File: config.mk
export PLATFORM = sky130hd
export DESIGN_NAME = vc_arbiter_flat
export DESIGN_NICKNAME = d
export VERILOG_FILES = /design/src/rtl/vc_arbiter_if.sv /design/src/rtl/vc_arbiter.sv /design/src/flat_wrapper.sv
export SDC_FILE = /design/constraint.sdc
export NUM_CORES = 1
export LEC_CHECK = 0
export ABC_AREA = 1
export BUFFER_PORTS_ARGS = -buffer_cell sky130_fd_sc_hd__buf_2
export CORE_UTILIZATION = 49
export DETAILED_ROUTE_END_ITERATION = 7
export PLACE_DENSITY_LB_ADDON = 0.08
export SETUP_SLACK_MARGIN = 0.15
export SLEW_MARGIN = 20
export SYNTH_ARGS = -nofsm -noshare
export SYNTH_HDL_FRONTEND = slang
export SYNTH_SLANG_ARGS = --single-unit
export TNS_END_PERCENT = 5
File: constraint.sdc
create_clock -name clk -period 2.4 [get_ports clk]
set_input_delay 0.12 -clock clk [delete_from_list [all_inputs] [get_ports clk]]
set_output_delay 0.12 -clock clk [all_outputs]
set_load 0.05 [all_outputs]
File: src/rtl/vc_arbiter_if.sv
// VC-to-destination FIFO handshake bundle for the vc_arbiter scheduler.
// The master modport is the arbiter's view; slave is the FIFO/environment side.
interface vc_arbiter_if #(
    parameter int DATA_W = 6
);
    logic              arb_en;
    logic [DATA_W-1:0] data_out_VC0;
    logic [DATA_W-1:0] data_out_VC1;
    logic              empty_fifo_VC0;
    logic              empty_fifo_VC1;
    logic              almost_full_D0;
    logic              almost_full_D1;
    logic              pop_VC0_fifo;
    logic              pop_VC1_fifo;
    logic              push_D0;
    logic              push_D1;
    logic [DATA_W-1:0] data_in_D0;
    logic [DATA_W-1:0] data_in_D1;
    logic              idle;

    modport master (
        input  arb_en, data_out_VC0, data_out_VC1, empty_fifo_VC0, empty_fifo_VC1,
               almost_full_D0, almost_full_D1,
        output pop_VC0_fifo, pop_VC1_fifo, push_D0, push_D1, data_in_D0, data_in_D1, idle
    );

    modport slave (
        output arb_en, data_out_VC0, data_out_VC1, empty_fifo_VC0, empty_fifo_VC1,
               almost_full_D0, almost_full_D1,
        input  pop_VC0_fifo, pop_VC1_fifo, push_D0, push_D1, data_in_D0, data_in_D1, idle
    );
endinterface

File: src/rtl/vc_arbiter.sv
// Weighted round-robin scheduler moving head words from the VC0/VC1 FIFOs
// into the D0/D1 destination FIFOs. VC0 gets up to WEIGHT_VC0 consecutive
// grants while VC1 waits; VC1 then wins once. Pops are combinational, the
// routed push and its word are registered one cycle later.
module vc_arbiter #(
    parameter int DATA_W     = 6,
    parameter int DEST_BIT   = 4,
    parameter int WEIGHT_VC0 = 4
) (
    input  logic         clk,
    input  logic         reset,
    vc_arbiter_if.master bus
);
    typedef enum logic {
        DISABLED = 1'b0,
        ACTIVE   = 1'b1
    } state_t;

    localparam logic [3:0] WEIGHT = 4'(WEIGHT_VC0);

    state_t            state;
    logic [3:0]        cnt0;
    logic              dest0;
    logic              dest1;
    logic              elig0;
    logic              elig1;
    logic              run;
    logic              grant0;
    logic              grant1;
    logic              granted;
    logic              grant_dest;
    logic [DATA_W-1:0] grant_word;

    // A channel is eligible when it has a head word and that word's destination has room.
    assign dest0 = bus.data_out_VC0[DEST_BIT];
    assign dest1 = bus.data_out_VC1[DEST_BIT];
    assign elig0 = !bus.empty_fifo_VC0 && !(dest0 ? bus.almost_full_D1 : bus.almost_full_D0);
    assign elig1 = !bus.empty_fifo_VC1 && !(dest1 ? bus.almost_full_D1 : bus.almost_full_D0);

    // NOTE: pops are gated by reset and arb_en directly, so they drop in the
    // same cycle either input changes rather than waiting for the FSM edge.
    assign run    = (state == ACTIVE) && bus.arb_en && !reset;
    assign grant1 = run && elig1 && ((cnt0 == WEIGHT) || !elig0);
    assign grant0 = run && elig0 && !grant1;

    assign granted    = grant0 || grant1;
    assign grant_dest = grant1 ? dest1 : dest0;
    assign grant_word = grant1 ? bus.data_out_VC1 : bus.data_out_VC0;

    assign bus.pop_VC0_fifo = grant0;
    assign bus.pop_VC1_fifo = grant1;

    // FSM, credit counter, registered routing of the granted word, and idle flag.
    // NOTE: every register here uses non-blocking assignment so all of them
    // see the pre-edge values of each other (idle reads the old push flags).
    always_ff @(posedge clk) begin
        if (reset) begin
            state          <= DISABLED;
            cnt0           <= 4'd0;
            bus.push_D0    <= 1'b0;
            bus.push_D1    <= 1'b0;
            bus.data_in_D0 <= '0;
            bus.data_in_D1 <= '0;
            bus.idle       <= 1'b1;
        end else begin
            case (state)
                DISABLED: if (bus.arb_en)  state <= ACTIVE;
                ACTIVE:   if (!bus.arb_en) state <= DISABLED;
                default:                   state <= DISABLED;
            endcase

            if (grant1) begin
                cnt0 <= 4'd0;
            end else if (grant0 && (cnt0 != WEIGHT)) begin
                cnt0 <= cnt0 + 4'd1;
            end

            bus.push_D0 <= granted && !grant_dest;
            bus.push_D1 <= granted && grant_dest;
            if (granted && !grant_dest) bus.data_in_D0 <= grant_word;
            if (granted && grant_dest)  bus.data_in_D1 <= grant_word;

            bus.idle <= bus.empty_fifo_VC0 && bus.empty_fifo_VC1 && !bus.push_D0 && !bus.push_D1;
        end
    end
endmodule

File: src/flat_wrapper.sv
// flat-port wrapper written by rule: the top's interface ports become plain ports
module vc_arbiter_flat 
#(
    parameter int DATA_W     = 6,
    parameter int DEST_BIT   = 4,
    parameter int WEIGHT_VC0 = 4
)
  (clk, reset, bus_arb_en, bus_data_out_VC0, bus_data_out_VC1, bus_empty_fifo_VC0, bus_empty_fifo_VC1, bus_almost_full_D0, bus_almost_full_D1, bus_pop_VC0_fifo, bus_pop_VC1_fifo, bus_push_D0, bus_push_D1, bus_data_in_D0, bus_data_in_D1, bus_idle);
  vc_arbiter_if #(.DATA_W(DATA_W)) bus_i ();
  input  logic clk;
  input  logic reset;
  input wire logic [$bits(bus_i.arb_en)-1:0] bus_arb_en;
  input wire logic [$bits(bus_i.data_out_VC0)-1:0] bus_data_out_VC0;
  input wire logic [$bits(bus_i.data_out_VC1)-1:0] bus_data_out_VC1;
  input wire logic [$bits(bus_i.empty_fifo_VC0)-1:0] bus_empty_fifo_VC0;
  input wire logic [$bits(bus_i.empty_fifo_VC1)-1:0] bus_empty_fifo_VC1;
  input wire logic [$bits(bus_i.almost_full_D0)-1:0] bus_almost_full_D0;
  input wire logic [$bits(bus_i.almost_full_D1)-1:0] bus_almost_full_D1;
  output wire logic [$bits(bus_i.pop_VC0_fifo)-1:0] bus_pop_VC0_fifo;
  output wire logic [$bits(bus_i.pop_VC1_fifo)-1:0] bus_pop_VC1_fifo;
  output wire logic [$bits(bus_i.push_D0)-1:0] bus_push_D0;
  output wire logic [$bits(bus_i.push_D1)-1:0] bus_push_D1;
  output wire logic [$bits(bus_i.data_in_D0)-1:0] bus_data_in_D0;
  output wire logic [$bits(bus_i.data_in_D1)-1:0] bus_data_in_D1;
  output wire logic [$bits(bus_i.idle)-1:0] bus_idle;
  assign bus_i.arb_en = bus_arb_en;
  assign bus_i.data_out_VC0 = bus_data_out_VC0;
  assign bus_i.data_out_VC1 = bus_data_out_VC1;
  assign bus_i.empty_fifo_VC0 = bus_empty_fifo_VC0;
  assign bus_i.empty_fifo_VC1 = bus_empty_fifo_VC1;
  assign bus_i.almost_full_D0 = bus_almost_full_D0;
  assign bus_i.almost_full_D1 = bus_almost_full_D1;
  assign bus_pop_VC0_fifo = bus_i.pop_VC0_fifo;
  assign bus_pop_VC1_fifo = bus_i.pop_VC1_fifo;
  assign bus_push_D0 = bus_i.push_D0;
  assign bus_push_D1 = bus_i.push_D1;
  assign bus_data_in_D0 = bus_i.data_in_D0;
  assign bus_data_in_D1 = bus_i.data_in_D1;
  assign bus_idle = bus_i.idle;
  vc_arbiter #(.DATA_W(DATA_W), .DEST_BIT(DEST_BIT), .WEIGHT_VC0(WEIGHT_VC0)) u_core (.clk(clk), .reset(reset), .bus(bus_i));
endmodule
==> run metrics <==
combinational share of power=14.1%; number of port buffers=35; Worst slew margin=70.4%; Async S/R FF share, synth=0%; GRT Overall Usage=19.8%; Ant. Diodes=0; Yosys top cell by area=dfxtp_1; Setup TNS=0 ns; Lkg Pwr=0.737 nW; cell area after synthesis=1130 µm²; # H-tree levels=1; CTS sink count=20; synth unique cells=24; fin nets=203; vias in the first global route=888; Pwr Total=0.000717 W; clock root cell=clkbuf_4; clock share of power=38.3%; Critical Path Source=u_core.cnt0[0]; fmax=523 MHz; Syn. warnings=0; clock slew seen by the registers of the worst setup and hold paths=0.12 ns; Synth top area share=35.4%; Starting Density=51.6%; drt total wl=2.08 mm; die area=2500 µm²; layout cell share with drive strength beyond 1=39.2%; sequential cell area fraction in the yosys report=35.4%; worst hold start=reset; row cnt=17; grt total ovfl=0; antenna violations before repair=0; Final period util=79.7%; total core area=2190 µm²; remaining antenna violation count after routing=0; WL/cell=9.94 µm; Critical Path End Type=output port; CTS tree=done; final hold viol count=0; post-CTS sizing=0; Die W=50.0 µm; Pre-antenna DRT Iters=4; final setup fails=0; placer congestion estimate=0.724; Final Non-Filler Cells=209; Setup CP Type=reg2out; Max-Cap Viols=0; CTS max path bufs=2; Seq pwr share=47.5%; I/O pin total=36; first-iteration detailed-routing DRC count=18; Worst-Margin Slew=0.444 ns; CP arrival=1.79 ns; syn_nets=165; hold buffer count at CTS=0; synthesized area per cell=7.85 µm²; placed cell count=205; internal power=0.000539 W; synth top area cells=dfxtp_1 (35%), nand2_1 (11%), a21oi_2 (7.0%); PnR worst setup slack=0.488 ns; pwr/cell area=525 nW/µm²; CP Data Required Time=2.28 ns; Period minus WS final=1.91 ns; Post-synth EDFFs=0; sw frac=24.8%; Via-to-Cell Ratio=4.68; Crit Path Max Fanout=10; Seq cells post-synth=20; worst skew pair latency=0.30 ns; Fillers=226; largest net degree at the start of global routing=19; Hold Crit Class=in2reg; RSZ-0062 raised after global routing=false; Post-Synthesis Cells=144; switching power total=0.000178 W; status=complete, no violations; die height=50.0 µm; Post-CTS Repair Setup Buffers=0; Slew Limit Fails=0; first-pass GRT wire length=3.76 mm; Top FF cell, synth=dfxtp_1; maximum vdd drop=0.408 mV; Startpoint Class=register; Layout area overhead=20.8%; Place WS=0.796 ns; Setup Skew=0.00413 ns; DRC errors left=0; Vias=978; cts bufs inserted=3; reg-to-reg startpoint=u_core.cnt0[0]; DP HPWL=1.68 mm
-- metrics by stage --
stage          hold WS [ns]  util [%]  instance area (µm²)
2_1_floorplan         0.198         -                 1130
3_3_place_gp          0.335      59.9                 1310
3_5_place_dp          0.347      59.9                 1310
4_1_cts              0.0232      62.3                 1370
5_1_grt              0.0147      62.3                 1370
6_report             0.0208      62.3                 1370
-- synth_stat cells, types with 2 or more instances --
| library cell | count |
|---|---|
| nor2_2 | 3 |
| inv_2 | 4 |
| inv_1 | 18 |
| nand3_1 | 15 |
| a21oi_2 | 9 |
| a21oi_1 | 3 |
| nand2_8 | 2 |
| nand2_2 | 3 |
| nand2_1 | 33 |
| ha_1 | 2 |
| nand3_2 | 5 |
| nand2_4 | 3 |
| nor2_1 | 14 |
| dfxtp_1 | 20 |
-- final timing paths --
kind	end	slack, ns	cells past startpoint
worst min register to register	u_core.bus.data_in_D0[4]	0.45	2
worst min-delay path	u_core.state	0.02	2
worst max-delay path	bus_pop_VC0_fifo	0.49	8
worst max register to register	u_core.bus.data_in_D1[2]	0.79	10
-- layout make-up --
type | count | area (µm²) | area share, %
multi-input combinational | 100 | 619 | 45.4
sequential | 20 | 400 | 29.3
timing repair buffer | 35 | 175 | 12.8
inverter | 22 | 82.6 | 6.05
tap | 28 | 35.0 | 2.57
clock inverter | 1 | 30.0 | 2.20
clock buffer | 3 | 22.5 | 1.65
-- metal layers --
metal,share of wire (%),GRT usage (%),vias up
met4,0.77,7.14,0
met5,0,0,-
met3,3.8,2.78,2
li1,-,-,526
met1,48,25.2,428
met2,47,33.3,22
-- critical path, cell delays in order (launching register included) --
cell and delay [ns]:
dfxtp_1 0.37, inv_1 0.08, ha_1 0.19, nand3_1 0.15
nand3_4 0.16, nand2_8 0.16, inv_2 0.05, nor2_1 0.07
buf_2 0.26
-- sequential cells by signal (all words and copies together) (netlist names) --
signal,flops
u_core.bus.data_in_D0,6
u_core.state,1
u_core.bus.idle,1
u_core.bus.push_D1,1
u_core.cnt0,4
u_core.bus.push_D0,1
u_core.bus.data_in_D1,6
-- placed cells by master (no fill, tap or decap), types with 4 or more instances in the layout --
| cell type | count |
|---|---|
| a21oi_2 | 9 |
| buf_2 | 35 |
| dfxtp_1 | 20 |
| inv_1 | 18 |
| inv_2 | 4 |
| nand2_1 | 33 |
| nand3_1 | 15 |
| nand3_2 | 5 |
| nor2_1 | 14 |
-- power by group through the flow --
stage | clock, W | sequential, W | combinational [W]
after floorplan | 0 | 0.000365 | 0.0000570
after global placement | 0 | 0.000348 | 0.000100
after detailed placement | 0 | 0.000349 | 0.000102
after CTS | 0.000279 | 0.000341 | 0.000102
after global routing | 0.000293 | 0.000342 | 0.000113
final | 0.000275 | 0.000341 | 0.000101
-- kinds of logic (layout without fill, tap and decap cells) --
family,after synthesis,in the layout,synth area share [%]
buffers and inverters,24,61,9.74
and+or+nand+nor,81,81,40.9
AOI/OAI and AO/OA,16,16,11.0
DFF,20,20,35.4
xor gates and xnor gates,1,1,0.775
adders and majority gates,2,2,2.21
(Power assumes the default switching activity.)
